--- config.mk ---
export PLATFORM = sky130hd
export DESIGN_NAME = mem_access_unit
export DESIGN_NICKNAME = d
export VERILOG_FILES = /design/src/rtl/core_pkg.sv /design/src/rtl/load_formatter.sv /design/src/rtl/mem_access_unit.sv
export SDC_FILE = /design/constraint.sdc
export NUM_CORES = 1
export LEC_CHECK = 0
export CORE_AREA = 2 2 99 101
export DETAILED_ROUTE_END_ITERATION = 12
export DIE_AREA = 0 0 101 103
export DONT_BUFFER_PORTS = 1
export GPL_TIMING_DRIVEN = 0
export PLACE_DENSITY = 0.79
export SLEW_MARGIN = 10
export SYNTH_ARGS = -nofsm -noshare
export SYNTH_HDL_FRONTEND = slang
export SYNTH_SLANG_ARGS = --single-unit
--- constraint.sdc ---
create_clock -name clock -period 8.4 [get_ports clock]
set_clock_uncertainty 0.15 [all_clocks]
set_input_delay 2.52 -clock clock [delete_from_list [all_inputs] [get_ports clock]]
set_output_delay 2.52 -clock clock [all_outputs]
set_load 0.05 [all_outputs]
--- src/rtl/core_pkg.sv ---
// ---------------------------------------------------------------------------
// core_pkg
// Shared definitions for the 5-stage RISC-V core's memory-access stage:
//   - funct3 encodings for loads and stores
//   - MEM-stage FSM state encoding
//   - access_ok(): legality and alignment check for a memory access
// ---------------------------------------------------------------------------
package core_pkg;

  // Load funct3 encodings
  localparam logic [2:0] F3_LB  = 3'b000;
  localparam logic [2:0] F3_LH  = 3'b001;
  localparam logic [2:0] F3_LW  = 3'b010;
  localparam logic [2:0] F3_LBU = 3'b100;
  localparam logic [2:0] F3_LHU = 3'b101;

  // Store funct3 encodings
  localparam logic [2:0] F3_SB  = 3'b000;
  localparam logic [2:0] F3_SH  = 3'b001;
  localparam logic [2:0] F3_SW  = 3'b010;

  typedef enum logic [1:0] {
    IDLE     = 2'd0,
    WAIT_ACK = 2'd1,
    DONE     = 2'd2
  } mau_state_t;

  // True when funct3 names a real access of the given direction and the
  // address low bits satisfy that access width's natural alignment.
  function automatic logic access_ok(input logic       is_store,
                                     input logic [2:0] funct3,
                                     input logic [1:0] addr_lo);
    logic ok;
    ok = 1'b0;
    if (is_store) begin
      case (funct3)
        F3_SB:   ok = 1'b1;
        F3_SH:   ok = ~addr_lo[0];
        F3_SW:   ok = (addr_lo == 2'b00);
        default: ok = 1'b0;
      endcase
    end else begin
      case (funct3)
        F3_LB, F3_LBU: ok = 1'b1;
        F3_LH, F3_LHU: ok = ~addr_lo[0];
        F3_LW:         ok = (addr_lo == 2'b00);
        default:       ok = 1'b0;
      endcase
    end
    return ok;
  endfunction

endpackage

--- src/rtl/load_formatter.sv ---
// ---------------------------------------------------------------------------
// load_formatter
// Combinational load-data alignment: picks the byte/halfword lane addressed
// by addr_lo out of the memory word and sign- or zero-extends it.
// Ports:
//   rdata      in  32  word returned by data memory
//   addr_lo    in   2  byte offset of the access within the word
//   funct3     in   3  load width / signedness
//   load_value out 32  value to be written back
// ---------------------------------------------------------------------------
module load_formatter
  import core_pkg::*;
(
  input  logic [31:0] rdata,
  input  logic [1:0]  addr_lo,
  input  logic [2:0]  funct3,
  output logic [31:0] load_value
);

  logic [7:0]  lane_b;
  logic [15:0] lane_h;

  // NOTE: every signal assigned in always_comb gets a value on every path
  // (defaults first), otherwise synthesis infers a latch.
  always_comb begin
    lane_b     = rdata[{addr_lo, 3'b000} +: 8];
    lane_h     = addr_lo[1] ? rdata[31:16] : rdata[15:0];
    load_value = rdata;
    case (funct3)
      F3_LB:   load_value = {{24{lane_b[7]}}, lane_b};
      F3_LH:   load_value = {{16{lane_h[15]}}, lane_h};
      F3_LBU:  load_value = {24'h0, lane_b};
      F3_LHU:  load_value = {16'h0, lane_h};
      default: load_value = rdata;
    endcase
  end

endmodule

--- src/rtl/mem_access_unit.sv ---
// ---------------------------------------------------------------------------
// mem_access_unit
// MEM stage of the 5-stage RISC-V core. Converts a load or store into one
// req/ack transaction on the data-memory port, stalls the upstream pipeline
// while it is outstanding and sends bubbles toward write-back.
// Ports:
//   clock, reset_n           clock; asynchronous active-low reset
//   in_*                     EX/MEM register contents
//   dmem_req/we/addr/wdata/wstrb   registered request to data memory
//   dmem_ack, dmem_rdata     completion and load word (same cycle)
//   out_mem_read_data        formatted load data (meaningful in DONE)
//   out_alu_result, out_rd, out_memtoreg   pass-through to MEM/WB
//   out_regwrite             write-back enable, suppressed while busy/faulted
//   stall                    freeze PC, IF/ID, ID/EX and EX/MEM
//   misalign_err             one-cycle pulse, misaligned/illegal access
//   bus_err                  one-cycle pulse, access timed out
// ---------------------------------------------------------------------------
module mem_access_unit
  import core_pkg::*;
#(
  parameter int TIMEOUT_CYCLES = 255
) (
  input  logic        clock,
  input  logic        reset_n,
  input  logic        in_valid,
  input  logic [31:0] in_alu_result,
  input  logic [31:0] in_store_data,
  input  logic [4:0]  in_rd,
  input  logic        in_regwrite,
  input  logic        in_memtoreg,
  input  logic        in_memread,
  input  logic        in_memwrite,
  input  logic [2:0]  in_funct3,
  output logic        dmem_req,
  output logic        dmem_we,
  output logic [31:0] dmem_addr,
  output logic [31:0] dmem_wdata,
  output logic [3:0]  dmem_wstrb,
  input  logic        dmem_ack,
  input  logic [31:0] dmem_rdata,
  output logic [31:0] out_mem_read_data,
  output logic [31:0] out_alu_result,
  output logic [4:0]  out_rd,
  output logic        out_regwrite,
  output logic        out_memtoreg,
  output logic        stall,
  output logic        misalign_err,
  output logic        bus_err
);

  localparam int                CNT_W    = $clog2(TIMEOUT_CYCLES + 1);
  localparam logic [CNT_W-1:0]  CNT_LAST = CNT_W'(TIMEOUT_CYCLES - 1);

  mau_state_t       state;
  logic [CNT_W-1:0] cnt;
  logic             timeout_q;
  logic [1:0]       addr_lo_q;
  logic [2:0]       funct3_q;
  logic [31:0]      rdata_q;
  logic [31:0]      load_value;

  logic        is_mem;
  logic        op_ok;
  logic        start_op;
  logic        stall_c;
  logic        regwrite_c;
  logic [31:0] store_wdata;
  logic [3:0]  store_wstrb;

  // Any memory intent; both read and write together is an illegal access.
  assign is_mem   = in_valid & (in_memread | in_memwrite);
  assign op_ok    = ~(in_memread & in_memwrite)
                  & access_ok(in_memwrite, in_funct3, in_alu_result[1:0]);
  assign start_op = (state == IDLE) & is_mem & op_ok;

  always_comb begin
    store_wdata = in_store_data;
    store_wstrb = 4'b1111;
    case (in_funct3)
      F3_SB: begin
        store_wdata = {4{in_store_data[7:0]}};
        store_wstrb = 4'b0001 << in_alu_result[1:0];
      end
      F3_SH: begin
        store_wdata = {2{in_store_data[15:0]}};
        store_wstrb = in_alu_result[1] ? 4'b1100 : 4'b0011;
      end
      default: begin
        store_wdata = in_store_data;
        store_wstrb = 4'b1111;
      end
    endcase
  end

  always_comb begin
    stall_c    = 1'b0;
    regwrite_c = 1'b0;
    case (state)
      IDLE: begin
        stall_c    = start_op;
        regwrite_c = in_valid & in_regwrite & ~is_mem;
      end
      WAIT_ACK: begin
        stall_c    = 1'b1;
        regwrite_c = 1'b0;
      end
      DONE: begin
        stall_c    = 1'b0;
        regwrite_c = in_valid & in_regwrite & ~timeout_q;
      end
      default: begin
        stall_c    = 1'b0;
        regwrite_c = 1'b0;
      end
    endcase
  end

  // Combinational outputs are forced low while reset is held so a frozen
  // EX/MEM register cannot stall the pipeline during reset.
  assign stall        = reset_n & stall_c;
  assign out_regwrite = reset_n & regwrite_c;
  assign misalign_err = reset_n & (state == IDLE) & is_mem & ~op_ok;
  assign bus_err      = reset_n & (state == DONE) & timeout_q;

  assign out_alu_result    = in_alu_result;
  assign out_rd            = in_rd;
  assign out_memtoreg      = in_memtoreg;
  assign out_mem_read_data = rdata_q;

  load_formatter u_load_formatter (
    .rdata      (dmem_rdata),
    .addr_lo    (addr_lo_q),
    .funct3     (funct3_q),
    .load_value (load_value)
  );

  // NOTE: sequential state uses non-blocking assignments so every register
  // samples pre-edge values; the async reset clears the request at once.
  always_ff @(posedge clock or negedge reset_n) begin
    if (!reset_n) begin
      state      <= IDLE;
      cnt        <= '0;
      timeout_q  <= 1'b0;
      addr_lo_q  <= 2'b00;
      funct3_q   <= 3'b000;
      rdata_q    <= 32'h0;
      dmem_req   <= 1'b0;
      dmem_we    <= 1'b0;
      dmem_addr  <= 32'h0;
      dmem_wdata <= 32'h0;
      dmem_wstrb <= 4'b0000;
    end else begin
      case (state)
        IDLE: begin
          if (start_op) begin
            dmem_req   <= 1'b1;
            dmem_we    <= in_memwrite;
            dmem_addr  <= {in_alu_result[31:2], 2'b00};
            dmem_wdata <= store_wdata;
            dmem_wstrb <= in_memwrite ? store_wstrb : 4'b0000;
            addr_lo_q  <= in_alu_result[1:0];
            funct3_q   <= in_funct3;
            cnt        <= '0;
            timeout_q  <= 1'b0;
            state      <= WAIT_ACK;
          end
        end
        WAIT_ACK: begin
          if (dmem_ack) begin
            dmem_req <= 1'b0;
            if (!dmem_we) rdata_q <= load_value;
            cnt      <= '0;
            state    <= DONE;
          end else if (cnt == CNT_LAST) begin
            dmem_req  <= 1'b0;
            cnt       <= '0;
            timeout_q <= 1'b1;
            state     <= DONE;
          end else begin
            cnt <= cnt + CNT_W'(1);
          end
        end
        DONE: begin
          timeout_q <= 1'b0;
          state     <= IDLE;
        end
        default: state <= IDLE;
      endcase
    end
  end

endmodule

# Word level (Yosys, flattened, before mapping)
# Cells that the tools add are included.
[classes] shifts=2 n_addsub=1 eq_ne=14 n_mux=27 n_reduce_logical=14 n_bitwise=22
[op_table] cell="$pmux W32 S4" n=1
[op_table] cell="$pmux W32 S2" n=1
[op_table] cell="$shiftx A32 B6 Y8" n=1
[op_table] cell="$mux W8" n=3
[op_table] cell="$mux W16" n=1
[op_table] cell="$pmux W8 S2" n=1
[op_table] cell="$and A1 B1 Y1" n=15
[op_table] cell="$eq A3 B3 Y1 const B" n=4
[op_table] cell="$pmux W1 S3" n=3
[op_table] cell="$add A8 B1 Y8 const B" n=1
[op_table] cell="$eq A8 B8 Y1 const B" n=1
[op_table] cell="$mux W4" n=2
[op_table] cell="$pmux W4 S2" n=1
[op_table] cell="$mux W1" n=7
[op_table] cell="$eq A3 B1 Y1 const B" n=2
[op_table] cell="$logic_not A3 Y1" n=2
[op_table] cell="$mux W2" n=3
[op_table] cell="$ne A2 B2 Y1 const B" n=3
[op_table] cell="$not A1 Y1" n=6
[op_table] cell="$pmux W1 S2" n=3
[op_table] cell="$reduce_and A2 Y1" n=3
[op_table] cell="$reduce_and A3 Y1" n=2
[op_table] cell="$logic_not A2 Y1" n=2
[op_table] cell="$pmux W2 S2" n=1
[op_table] cell="10 further kinds" n=11
[word_totals] in_bits=112 register_bits=116 wordCells=91

# Depth between registers and ports, before layout
# Gate-level depths: netlist of run 1.
[depth] word_depth=8 depth_mapped=8 depth_no_buf=6

# Hierarchy
# From an unflattened synthesis of run 1, not the netlist that was laid out.
[unflattened] hier_cells=521 area_unflattened_um2=6095.8
[by_module_without_submodules] mod="mem_access_unit" cells_per_inst=403 seq_area_each_um2=2902.8 instances=1 area_each_um2=5335.1
[by_module_without_submodules] mod="load_formatter" cells_per_inst=118 seq_area_each_um2=0.0 instances=1 area_each_um2=760.7

# Least setup slack after synthesis of run 1
# No wires, ideal clock.
[synth_path] path_type="input -> output" startpoint="input port in_funct3[0]" endpoint="output port stall" required_time_ps=5730 cell_stages=5 slack_ps=1819 n_path_buf=1 arrival_ps=3911 path_cell_list="buf_2 nor4_1 o22ai_1 o21ai_1 and2_1"
[synth_via] elab_chain_cells=8 word_cells_on_any_way=14
[synth_lines] item="start: declaration" line="mem_access_unit.sv:33" rtl="input logic [2:0] in_funct3,"
[synth_lines] item="$eq A3 B1 Y1, or another cell as far along" line="core_pkg.sv:36, core_pkg.sv:43"
[synth_lines] item="$reduce_or A2 Y1" line="core_pkg.sv:43" rtl="case (funct3)"
[synth_lines] item="$pmux W1 S3" line="core_pkg.sv:43"
[synth_lines] item="$mux W1 *" line="core_pkg.sv:35" rtl="if (is_store) begin"
[synth_lines] item="$and A1 B1 Y1 *" line="mem_access_unit.sv:73" rtl="& access_ok(in_memwrite, in_funct3, in_alu_result[1:0]);"
[synth_lines] item="$and A1 B1 Y1 *" line="mem_access_unit.sv:74" rtl="assign start_op = (state == IDLE) & is_mem & op_ok;"
[synth_lines] item="$pmux W1 S2 *" line="mem_access_unit.sv:98" rtl="case (state)"
[synth_lines] item="$and A1 B1 Y1 *" line="mem_access_unit.sv:120" rtl="assign stall = reset_n & stall_c;"
[synth_lines] item="end: declaration" line="mem_access_unit.sv:46" rtl="output logic stall,"
# Mark *: on every way between the ends. The rest lies on a longest branch, timed or not.

# Worst setup path after layout of run 1
[layout_path] startpoint="input port in_funct3[2]" endpoint="output port stall"
# The elaborated chain is that of the path after synthesis.

==> run_results.csv, run 1 <==
group,metric,value,unit
floorplanning,start_util,62.1,%
worst_hold_path,min-delay-start,"funct3_q[2]",
placement,dp_slack,1.61,ns
detailed_routing,via_count,4299,
power_and_ir_drop,p_int,1430,µW
finish,regArea,2900,µm²
finish,area_delta_synth_final,12.5,%
detailed_routing,vias_per_cell,6.21,
sta,grt_setup_unrepaired,"no",
clocking,cts_tree,"yes",
worst_hold_path,hold_depth,1,
sta,finalSetupTns,0,ns
worst_setup_path,end_kind,"output pin",
clocking,root_buffer,"clkbuf_8",
logic_synthesis,synth-main-ff-cell,"dfrtp_1",
outcome,outcome,"complete, no violations",
clocking,numCtsBuffers,17,
sta,hold_viol_final,0,
clocking,post-cts-setup-buffer-count,0,
worst_setup_path,reg2reg_to,"out_mem_read_data[30]",
clocking,cts_resized,0,
worst_setup_path,r2r-start,"state[1]",
detailed_routing,met1_length,5.39,mm
worst_setup_path,cpMaxStageDelayCell,"and2_1",
power_and_ir_drop,ir_worst_vdd,242,µV
power_and_ir_drop,clockPowerShare,25.5,%
detailed_routing,dr.pass1.iters,5,
logic_synthesis,yosysTopAreaCellShare,49.4,%
sta,min_period,6.87,ns
clocking,clk-insertion-delay-late,0.51,ns
logic_synthesis,syn_avg_cell_area,10.8,µm²
detailed_routing,drcViolationCount,0,
clocking,cts_hold_buf,0,
power_and_ir_drop,seqPwrFrac,57.9,%
placement,place_area,6020,µm²
finish,fillerInstances,699,
floorplanning,die_y,103,µm
clocking,cts-htree-levels,4,
placement,gp_congestion,0.905,
logic_synthesis,synth-edff-count,0,
sta,fin_crit_sh,81.8,%
floorplanning,design.die.area,10400,µm²
placement,dpl.hpwl,10.7,mm
logic_synthesis,ys_top_cells_by_area,"dfrtp_1 49%, mux2_2 14%, buf_4 5.8%",
logic_synthesis,synth_cell_types,54,
clocking,path_clk_slew,0.05,ns
grt,grt_pass1_wl,22.8,mm
sta,maxSlewHeadroom,29.6,%
worst_setup_path,cp.required,5.73,ns
power_and_ir_drop,comb_power_share,16.7,%
detailed_routing,dr.max_layer_used,"met4",
sta,finalSetupViolations,0,
detailed_routing,ant_nets,0,
logic_synthesis,synth_cells,545,
logic_synthesis,ys_seq_area_share,49.4,%
logic_synthesis,synth_common_cells,"116 x dfrtp_1, 72 x mux2_2, 46 x nor2_1",
sta,layout_setup_ws,1.53,ns
worst_hold_path,whs_endpoint,"funct3_q[2]",
grt,grt_pass1_vias,4525,
worst_setup_path,critical-path-max-stage-delay,0.52,ns
sta,drv_slew,0,
worst_hold_path,hp-class,"reg2reg",
grt,grt_usage,28.8,%
worst_setup_path,r2r_slack,5.91,ns
finish,final_area,6600,µm²
logic_synthesis,ys_seq_elements,116,
finish,diodes,0,
clocking,cts_sinks,116,
finish,finalNetCount,679,
finish,multi_input_area,2460,µm²
floorplanning,rows,36,
clocking,clockBufferDepth,2,
worst_setup_path,worstPathCellList,"clkbuf_1 > nor4_1 > o22ai_1 > o21ai_1 > and2_1",
worst_setup_path,ff2ff_path_depth,8,
floorplanning,core_area,9460,µm²
power_and_ir_drop,switchingPower,1340,µW
detailed_routing,drtIter0Drc,248,
power_and_ir_drop,switching_share,48.4,%
detailed_routing,wirelength,15.2,mm
logic_synthesis,yosysTopAreaCell,"dfrtp_1",
sta,tightest_slew,1.05,ns
finish,drive_above_1_share,30.1,%
detailed_routing,met3_length,1.62,mm
run,maxCapViolations,0,
worst_setup_path,start_kind,"input pin",
grt,grt_max_degree,119,
logic_synthesis,synthesis.area,5870,µm²
grt,antenna_found_initial,0,
worst_setup_path,path_class,"in2out",
logic_synthesis,ys_warn_count,0,
power_and_ir_drop,p_leak,0.00291,µW
placement,io_buffers,0,
sta,fmaxAchievable,146,MHz
logic_synthesis,synth_most_common_cell,"dfrtp_1",
detailed_routing,routedWlPerCell,21.9,µm
power_and_ir_drop,power_density,420,nW/µm²
worst_setup_path,arrival,4.20,ns
worst_setup_path,critPathMaxFanout,7,
logic_synthesis,async_flop_share,100,%
grt,overflow,0,
floorplanning,die_x,101,µm
detailed_routing,wl_met2,7.89,mm
floorplanning,pin_count,256,
-- stage by stage --
| stage | instances | hold WS [ns] | utilization, % | total power (µW) |
|---|---|---|---|---|
| 2_1_floorplan | 546 | 0.345 | - | 1950 |
| 3_3_place_gp | 660 | 0.361 | 63.6 | 2040 |
| 3_5_place_dp | 660 | 0.392 | 63.6 | 2070 |
| 4_1_cts | 692 | 0.404 | 69.8 | 2780 |
| 5_1_grt | 692 | 0.423 | 69.8 | 2880 |
| 6_report | 692 | 0.400 | 69.8 | 2770 |
-- flip-flops by register name, indices dropped and copies added (netlist names) --
| name | flops |
|---|---|
| dmem_wdata | 32 |
| out_mem_read_data | 32 |
| dmem_addr | 30 |
| cnt | 8 |
| dmem_wstrb | 4 |
| funct3_q | 3 |
| addr_lo_q | 2 |
| state | 2 |
| dmem_req | 1 |
| dmem_we | 1 |
| timeout_q | 1 |
-- cell usage in the layout, fill, tap and decap left out, drive strengths merged, types with 2 or more instances in the layout --
cell / count
a211oi: 9
a21oi: 35
a22oi: 7
a31o: 2
a31oi: 7
and3: 4
buf: 58
bufinv: 2
clkbuf: 37
clkinv: 6
clkinvlp: 2
conb: 2
dfrtp: 116
ha: 2
inv: 10
mux2: 77
mux2i: 24
nand2: 38
nand2b: 4
nand3: 5
nor2: 47
nor2b: 3
nor3: 11
nor3b: 4
o21ai: 35
o22a: 7
o22ai: 3
or2: 2
or3b: 2
-- how the worst max path moves through the flow --
stage,start,depth (start not counted),endpoint
2_1_floorplan,in_funct3[0],5,stall
3_3_place_gp,in_funct3[2],5,stall
3_5_place_dp,in_funct3[2],5,misalign_err
4_1_cts,in_funct3[0],5,stall
5_1_grt,in_funct3[2],5,misalign_err
6_report,in_funct3[2],5,stall
-- final cells by class --
class | instances | share of cell area [%]
Sequential cell | 116 | 44.0
Multi-Input combinational cell | 347 | 37.3
Clock buffer | 23 | 7.37
Buffer | 72 | 7.05
Tap cell | 114 | 2.16
Clock inverter | 9 | 1.52
Inverter | 11 | 0.625
-- per-layer routing --
| metal | GRT usage, % | vias to the layer above |
|---|---|---|
| met5 | 0 | - |
| met4 | 12.7 | 0 |
| met3 | 10.9 | 27 |
| met2 | 48.5 | 223 |
| met1 | 33.0 | 2121 |
| li1 | - | 1928 |
-- logic make-up after synthesis --
group	after synthesis	synth area share (%)
AO/OA/AOI/OAI	113	11.6
adder cells (fa/ha/maj)	2	0.426
buffers and inverters	83	8.63
flip-flops	116	49.4
multiplexers	102	19.6
other	1	0.0639
AND/OR/NAND/NOR	128	10.3
-- worst max-delay path, delay by kind of cell --
family          cells  cell delay (ns)
simple gates        2             0.81
compound gates      2             0.71
buf+inv             1             0.15
-- power by group through the flow --
stage	Combinational, µW	Clock (µW)	Sequential [µW]
floorplan	389	0	1560
global placement	433	0	1610
detailed placement	453	0	1610
CTS	461	712	1600
global route	511	741	1630
finish	462	706	1600
Note: power is estimated with default switching activity, not from simulation.
==> run 2, diff against run 1 <==
--- a/config.mk
+++ b/config.mk
@@ -5,12 +5,12 @@
 export SDC_FILE = /design/constraint.sdc
 export NUM_CORES = 1
 export LEC_CHECK = 0
-export CORE_AREA = 2 2 99 101
+export ABC_AREA = 1
+export CORE_UTILIZATION = 57
 export DETAILED_ROUTE_END_ITERATION = 12
-export DIE_AREA = 0 0 101 103
 export DONT_BUFFER_PORTS = 1
 export GPL_TIMING_DRIVEN = 0
-export PLACE_DENSITY = 0.79
+export PLACE_DENSITY = 0.75
 export SLEW_MARGIN = 10
 export SYNTH_ARGS = -nofsm -noshare
 export SYNTH_HDL_FRONTEND = slang
==> constraint.sdc (replaced) <==
create_clock -name clock -period 6 [get_ports clock]
set_clock_uncertainty 0.15 [all_clocks]
set_input_delay 1.8 -clock clock [delete_from_list [all_inputs] [get_ports clock]]
set_output_delay 1.8 -clock clock [all_outputs]
set_load 0.05 [all_outputs]
==> run 2 against run 1 <==
Cell count increased by 34%. Count of clock-buffer cells in the layout shrank 1. Sequential share of layout area is 0.27 points lower. Largest power group unchanged. Power up 33%. Worst hold slack got worse by 0.051 ns.
==> run_results.csv, run 2 <==
group,metric,value,unit
outcome,outcome,"complete, no violations",
clocking,post-cts-setup-buffer-count,0,
power_and_ir_drop,p_leak,0.00351,µW
finish,final_common_cell,"nand2_1",
placement,gp_congestion,0.978,
finish,regArea,2900,µm²
worst_hold_path,hold_depth,2,
run,maxCapViolations,0,
worst_setup_path,end_kind,"output pin",
floorplanning,die_y,103,µm
grt,grt_pass1_vias,4979,
worst_setup_path,critPathMaxFanout,10,
finish,finalNetCount,894,
sta,min_period,5.52,ns
sta,layout_setup_ws,0.476,ns
detailed_routing,wirelength,16.1,mm
sta,tightest_slew,1.08,ns
worst_hold_path,whs_endpoint,"timeout_q",
clocking,cts-htree-levels,4,
logic_synthesis,synthMuxAreaShare,0,%
sta,maxSlewHeadroom,28.4,%
clocking,root_buffer,"clkbuf_8",
logic_synthesis,synth_cells,760,
logic_synthesis,synth-edff-count,0,
worst_setup_path,cp.required,4.05,ns
finish,layout_common_cells,"264 x nand2_1, 116 x dfrtp_1, 95 x o21ai_0",
logic_synthesis,ys_seq_area_share,49.7,%
placement,dp_slack,0.464,ns
sta,finalSetupTns,0,ns
finish,final_core_utilization,67.4,%
clocking,cts_hold_buf,0,
placement,io_buffers,0,
logic_synthesis,async_flop_share,100,%
detailed_routing,dr.max_layer_used,"met4",
clocking,clk-insertion-delay-late,0.51,ns
clocking,cts_resized,0,
worst_setup_path,reg2reg_to,"out_mem_read_data[6]",
logic_synthesis,synth_top_family_by_area,"simple AND/OR/NAND/NOR gates",
logic_synthesis,synthSimpleGateAreaFrac,22.4,%
worst_setup_path,arrival,3.57,ns
clocking,cts_tree,"yes",
power_and_ir_drop,power_density,554,nW/µm²
clocking,clockBufferDepth,2,
logic_synthesis,ys_top_cells_by_area,"dfrtp_1 50%, nand2_1 17%, o21ai_0 8.1%",
detailed_routing,drtIter0Drc,378,
clocking,numCtsBuffers,17,
sta,fin_crit_sh,92.1,%
logic_synthesis,synth_compound_area_share,14.5,%
worst_setup_path,cpMaxStageDelayCell,"a21oi_1",
power_and_ir_drop,ir_worst_vdd,272,µV
grt,grt_usage,30.1,%
worst_hold_path,hp-class,"reg2reg",
finish,diodes,0,
grt,grt_pass1_wl,24.0,mm
finish,area_delta_synth_final,13.7,%
grt,antenna_found_initial,0,
worst_hold_path,min-delay-start,"timeout_q",
detailed_routing,met3_length,1.68,mm
worst_setup_path,path_common_cell,"nand2_1",
logic_synthesis,synthesis.area,5840,µm²
floorplanning,core_area,9860,µm²
logic_synthesis,synth_xor_area_share,0.599,%
sta,drv_slew,0,
detailed_routing,wl_met2,7.58,mm
logic_synthesis,synth_adder_area_share,0.428,%
logic_synthesis,synth_most_common_cell,"nand2_1",
logic_synthesis,yosysTopAreaCell,"dfrtp_1",
worst_setup_path,crit_family,"compound AO/OA/AOI/OAI gates",
sta,hold_viol_final,0,
detailed_routing,routedWlPerCell,17.3,µm
logic_synthesis,synth_common_cells,"264 x nand2_1, 116 x dfrtp_1, 95 x o21ai_0",
logic_synthesis,syn_avg_cell_area,7.69,µm²
finish,fillerInstances,821,
detailed_routing,via_count,5252,
finish,drive_above_1_share,12.6,%
worst_setup_path,path_class,"in2out",
grt,overflow,0,
detailed_routing,dr.pass1.iters,7,
finish,multi_input_area,2220,µm²
detailed_routing,met1_length,6.14,mm
worst_setup_path,start_kind,"input pin",
logic_synthesis,synth_cell_types,27,
clocking,path_clk_slew,0.06,ns
worst_setup_path,cp_num_buf_inv,3,
floorplanning,start_util,59.2,%
floorplanning,die_x,103,µm
detailed_routing,ant_nets,0,
logic_synthesis,yosysTopAreaCellShare,49.7,%
clocking,cts_sinks,116,
worst_setup_path,worstPathCellList,"inv_2 > nor2_1 > nand3_1 > nand2_1 > nand2_1 > nand2_1 > nand2_1 > buf_2 > buf_2 > a21oi_1",
grt,grt_max_degree,120,
sta,finalSetupViolations,0,
floorplanning,design.die.area,10700,µm²
sta,grt_setup_unrepaired,"no",
sta,fmaxAchievable,181,MHz
floorplanning,pin_count,256,
detailed_routing,drcViolationCount,0,
logic_synthesis,ys_warn_count,0,
logic_synthesis,ys_seq_elements,116,
worst_setup_path,critical-path-max-stage-delay,0.84,ns
detailed_routing,vias_per_cell,5.67,
logic_synthesis,synth-main-ff-cell,"dfrtp_1",
floorplanning,rows,36,
worst_setup_path,r2r-start,"dmem_we",
worst_setup_path,ff2ff_path_depth,6,
placement,dpl.hpwl,11.8,mm
worst_setup_path,r2r_slack,3.99,ns
[run 2: changes by cell type in the layout (fill, tap and decap cells not counted), sizes merged, moves of 8 or more]
| cell | before | now |
|---|---|---|
| nand2 | 38 | 265 |
| mux2 | 77 | 0 |
| o21ai | 35 | 96 |
| inv | 10 | 65 |
| mux2i | 24 | 0 |
| nand3 | 5 | 21 |
| o22ai | 3 | 16 |
| a21oi | 35 | 45 |
| a211oi | 9 | 0 |
| buf | 58 | 67 |
| clkbuf | 37 | 29 |
| nor2 | 47 | 39 |
[run 2: worst max path at each step]
stage                       from  endpoint  slack (ns)  cells past startpoint
global route        in_funct3[1]     stall        0.37                     10
floorplan           in_funct3[1]     stall        0.71                     10
CTS                 in_funct3[1]     stall        0.46                     10
finish              in_funct3[1]     stall        0.48                     10
detailed placement  in_funct3[1]     stall        0.46                     10
global placement      in_memread     stall        0.46                      6
[run 2: power by group]
part	internal [µW]	leakage, µW	switching, µW
clock	735	0.000309	346
combinational	198	0.00174	355
sequential	1010	0.00146	1030
[run 2: metal layers]
metal / up-vias / GRT usage, %
met5: - / 0
met4: 0 / 16.5
met3: 51 / 9.01
met2: 291 / 49.9
met1: 2482 / 35.2
li1: 2428 / -
[run 2: kinds of logic (layout without fill, tap and decap cells)]
group	after synthesis	after routing
compound gates	162	162
xor+xnor	4	4
fa+ha+maj	2	2
buf+inv	141	173
flops	116	116
other cells	1	2
simple gates	334	334
[run 2: layout make-up]
cell class / instances / share of cell area, %
Clock buffer: 22 / 6.82
Tap cell: 133 / 2.50
Multi-Input combinational cell: 504 / 33.4
Sequential cell: 116 / 43.7
Inverter: 67 / 3.78
Clock inverter: 10 / 2.67
Buffer: 74 / 7.15
[run 2: worst register-to-register path, stage by stage, from the launching register on]
cell and delay [ns]:
dfrtp_1 0.64, inv_1 0.14, nand3_1 0.20, buf_2 0.28, buf_1 0.35, nand2_1 0.10, nand2_1 0.09
[run 2: stage by stage]
stage	total power, µW	std cells	instance area, µm²	hold slack [ns]
after global routing	3840	926	6650	0.364
after floorplan	2450	761	5850	0.292
after global placement	2590	894	6010	0.314
final	3680	926	6650	0.349
after detailed placement	2610	894	6010	0.325
after CTS	3690	926	6650	0.343
==> run 3, diff against run 2 <==
--- a/config.mk
+++ b/config.mk
@@ -6,11 +6,13 @@
 export NUM_CORES = 1
 export LEC_CHECK = 0
 export ABC_AREA = 1
-export CORE_UTILIZATION = 57
+export CORE_UTILIZATION = 60
+export CTS_BUF_LIST = sky130_fd_sc_hd__clkbuf_8
 export DETAILED_ROUTE_END_ITERATION = 12
 export DONT_BUFFER_PORTS = 1
 export GPL_TIMING_DRIVEN = 0
-export PLACE_DENSITY = 0.75
+export HOLD_SLACK_MARGIN = 0.05
+export PLACE_DENSITY = 0.79
 export SLEW_MARGIN = 10
 export SYNTH_ARGS = -nofsm -noshare
 export SYNTH_HDL_FRONTEND = slang
==> run 3 against run 2 <==
Clock power down 37%. Die area decreased by 4.9%. Maximum frequency is 1.0% lower. Setup slack worse by 0.056 ns. Critical path depth decreased by 4. Global-route usage grew 2.3 points. Largest power group unchanged.
==> run_results.csv, run 3 (synthesis gave the netlist of run 2 again) <==
group,metric,value,unit
outcome,outcome,"complete, no violations",
run,maxCapViolations,0,
finish,final_area,6380,µm²
clocking,cts_sinks,116,
grt,antenna_found_initial,0,
detailed_routing,dr.pass1.iters,7,
placement,gp_congestion,0.895,
detailed_routing,vias_per_cell,5.67,
power_and_ir_drop,p_leak,0.00339,µW
grt,grt_pass1_vias,5189,
clocking,cts_resized,0,
clocking,root_buffer,"clkbuf_8",
grt,grt_pass1_wl,25.1,mm
sta,maxSlewHeadroom,25.5,%
power_and_ir_drop,ir_worst_vdd,260,µV
worst_setup_path,critical-path-max-stage-delay,0.87,ns
floorplanning,rows,35,
worst_setup_path,cpMaxStageDelayCell,"a21oi_1",
detailed_routing,wirelength,16.2,mm
detailed_routing,drtIter0Drc,317,
finish,finalNetCount,894,
floorplanning,die_y,101,µm
clocking,cts_tree,"yes",
clocking,cts-htree-levels,4,
sta,finalSetupTns,0,ns
sta,tightest_slew,1.12,ns
finish,fillerInstances,827,
sta,hold_viol_final,0,
finish,final_common_cell,"nand2_1",
finish,diodes,0,
clocking,path_clk_slew,0.07,ns
finish,final_core_utilization,68.4,%
worst_setup_path,start_kind,"input pin",
worst_setup_path,end_kind,"output pin",
placement,place_area,6010,µm²
worst_setup_path,worstPathCellList,"o21ai_0 > nor3_1 > nand2_1 > buf_2 > buf_2 > a21oi_1",
worst_hold_path,hp-class,"reg2reg",
detailed_routing,routedWlPerCell,17.6,µm
sta,fmaxAchievable,179,MHz
finish,area_delta_synth_final,9.23,%
detailed_routing,drcViolationCount,0,
floorplanning,design.die.area,10100,µm²
worst_setup_path,path_common_cell,"buf_2",
clocking,clk-insertion-delay-late,0.43,ns
sta,min_period,5.58,ns
detailed_routing,ant_nets,0,
sta,finalSetupViolations,0,
floorplanning,pin_count,256,
sta,drv_slew,0,
floorplanning,start_util,62.7,%
grt,grt_max_degree,120,
sta,grt_setup_unrepaired,"no",
clocking,cts_hold_buf,0,
finish,layout_common_cells,"264 x nand2_1, 116 x dfrtp_1, 95 x o21ai_0",
grt,grt_usage,32.4,%
clocking,clockBufferDepth,2,
grt,overflow,0,
placement,dpl.hpwl,11.9,mm
finish,drive_above_1_share,12.7,%
sta,fin_crit_sh,93.0,%
worst_setup_path,cp.required,4.05,ns
floorplanning,core_area,9330,µm²
placement,io_buffers,0,
floorplanning,die_x,101,µm
worst_setup_path,arrival,3.63,ns
worst_setup_path,path_class,"in2out",
clocking,post-cts-setup-buffer-count,0,
detailed_routing,via_count,5226,
worst_setup_path,critPathMaxFanout,10,
power_and_ir_drop,power_density,515,nW/µm²
clocking,numCtsBuffers,17,
-- run 3: final cells by class --
| class | count | area (µm²) | area share (%) |
|---|---|---|---|
| tap | 129 | 161 | 2.53 |
| clock inverter | 13 | 113 | 1.76 |
| multi-input combinational | 504 | 2220 | 34.8 |
| buffer | 74 | 475 | 7.45 |
| clock buffer | 19 | 262 | 4.10 |
| sequential | 116 | 2900 | 45.5 |
| inverter | 67 | 251 | 3.94 |
-- run 3: worst paths after layout --
path	endpoint	cells past startpoint	slack [ns]	from
setup / recovery	stall	6	0.42	in_memread
hold / removal	timeout_q	2	0.34	timeout_q
setup reg to reg	out_mem_read_data[8]	6	3.94	dmem_we
hold reg to reg	timeout_q	2	0.34	timeout_q
max in group asynchronous	dmem_addr[5]	0	4.57	reset_n
min in group asynchronous	out_mem_read_data[28]	0	0.91	reset_n
-- run 3: critical path, delay by kind of cell --
family / cells / cell delay [ns]
AO/OA/AOI/OAI: 2 / 0.96
buffers and inverters: 2 / 0.42
AND/OR/NAND/NOR: 2 / 0.44
-- run 3: per-layer routing --
metal | track usage [%] | up-vias | wire length [µm]
met4 | 11.9 | 0 | 372
li1 | - | 2424 | -
met3 | 10.9 | 39 | 1700
met2 | 55.0 | 284 | 7980
met5 | 0 | - | 0
met1 | 38.2 | 2479 | 6170
-- run 3: stage by stage --
step	hold WS (ns)	total power (µW)	cells	setup WS (ns)
2_1_floorplan	0.292	2450	761	0.708
3_3_place_gp	0.313	2580	890	0.404
3_5_place_dp	0.322	2610	890	0.427
4_1_cts	0.345	3280	922	0.421
5_1_grt	0.368	3420	922	0.276
6_report	0.340	3290	922	0.419
-- run 3: where the power goes --
| group | internal, µW | switching (µW) | total, µW |
|---|---|---|---|
| combinational | 198 | 358 | 556 |
| sequential | 1010 | 1040 | 2050 |
| clock | 346 | 335 | 682 |
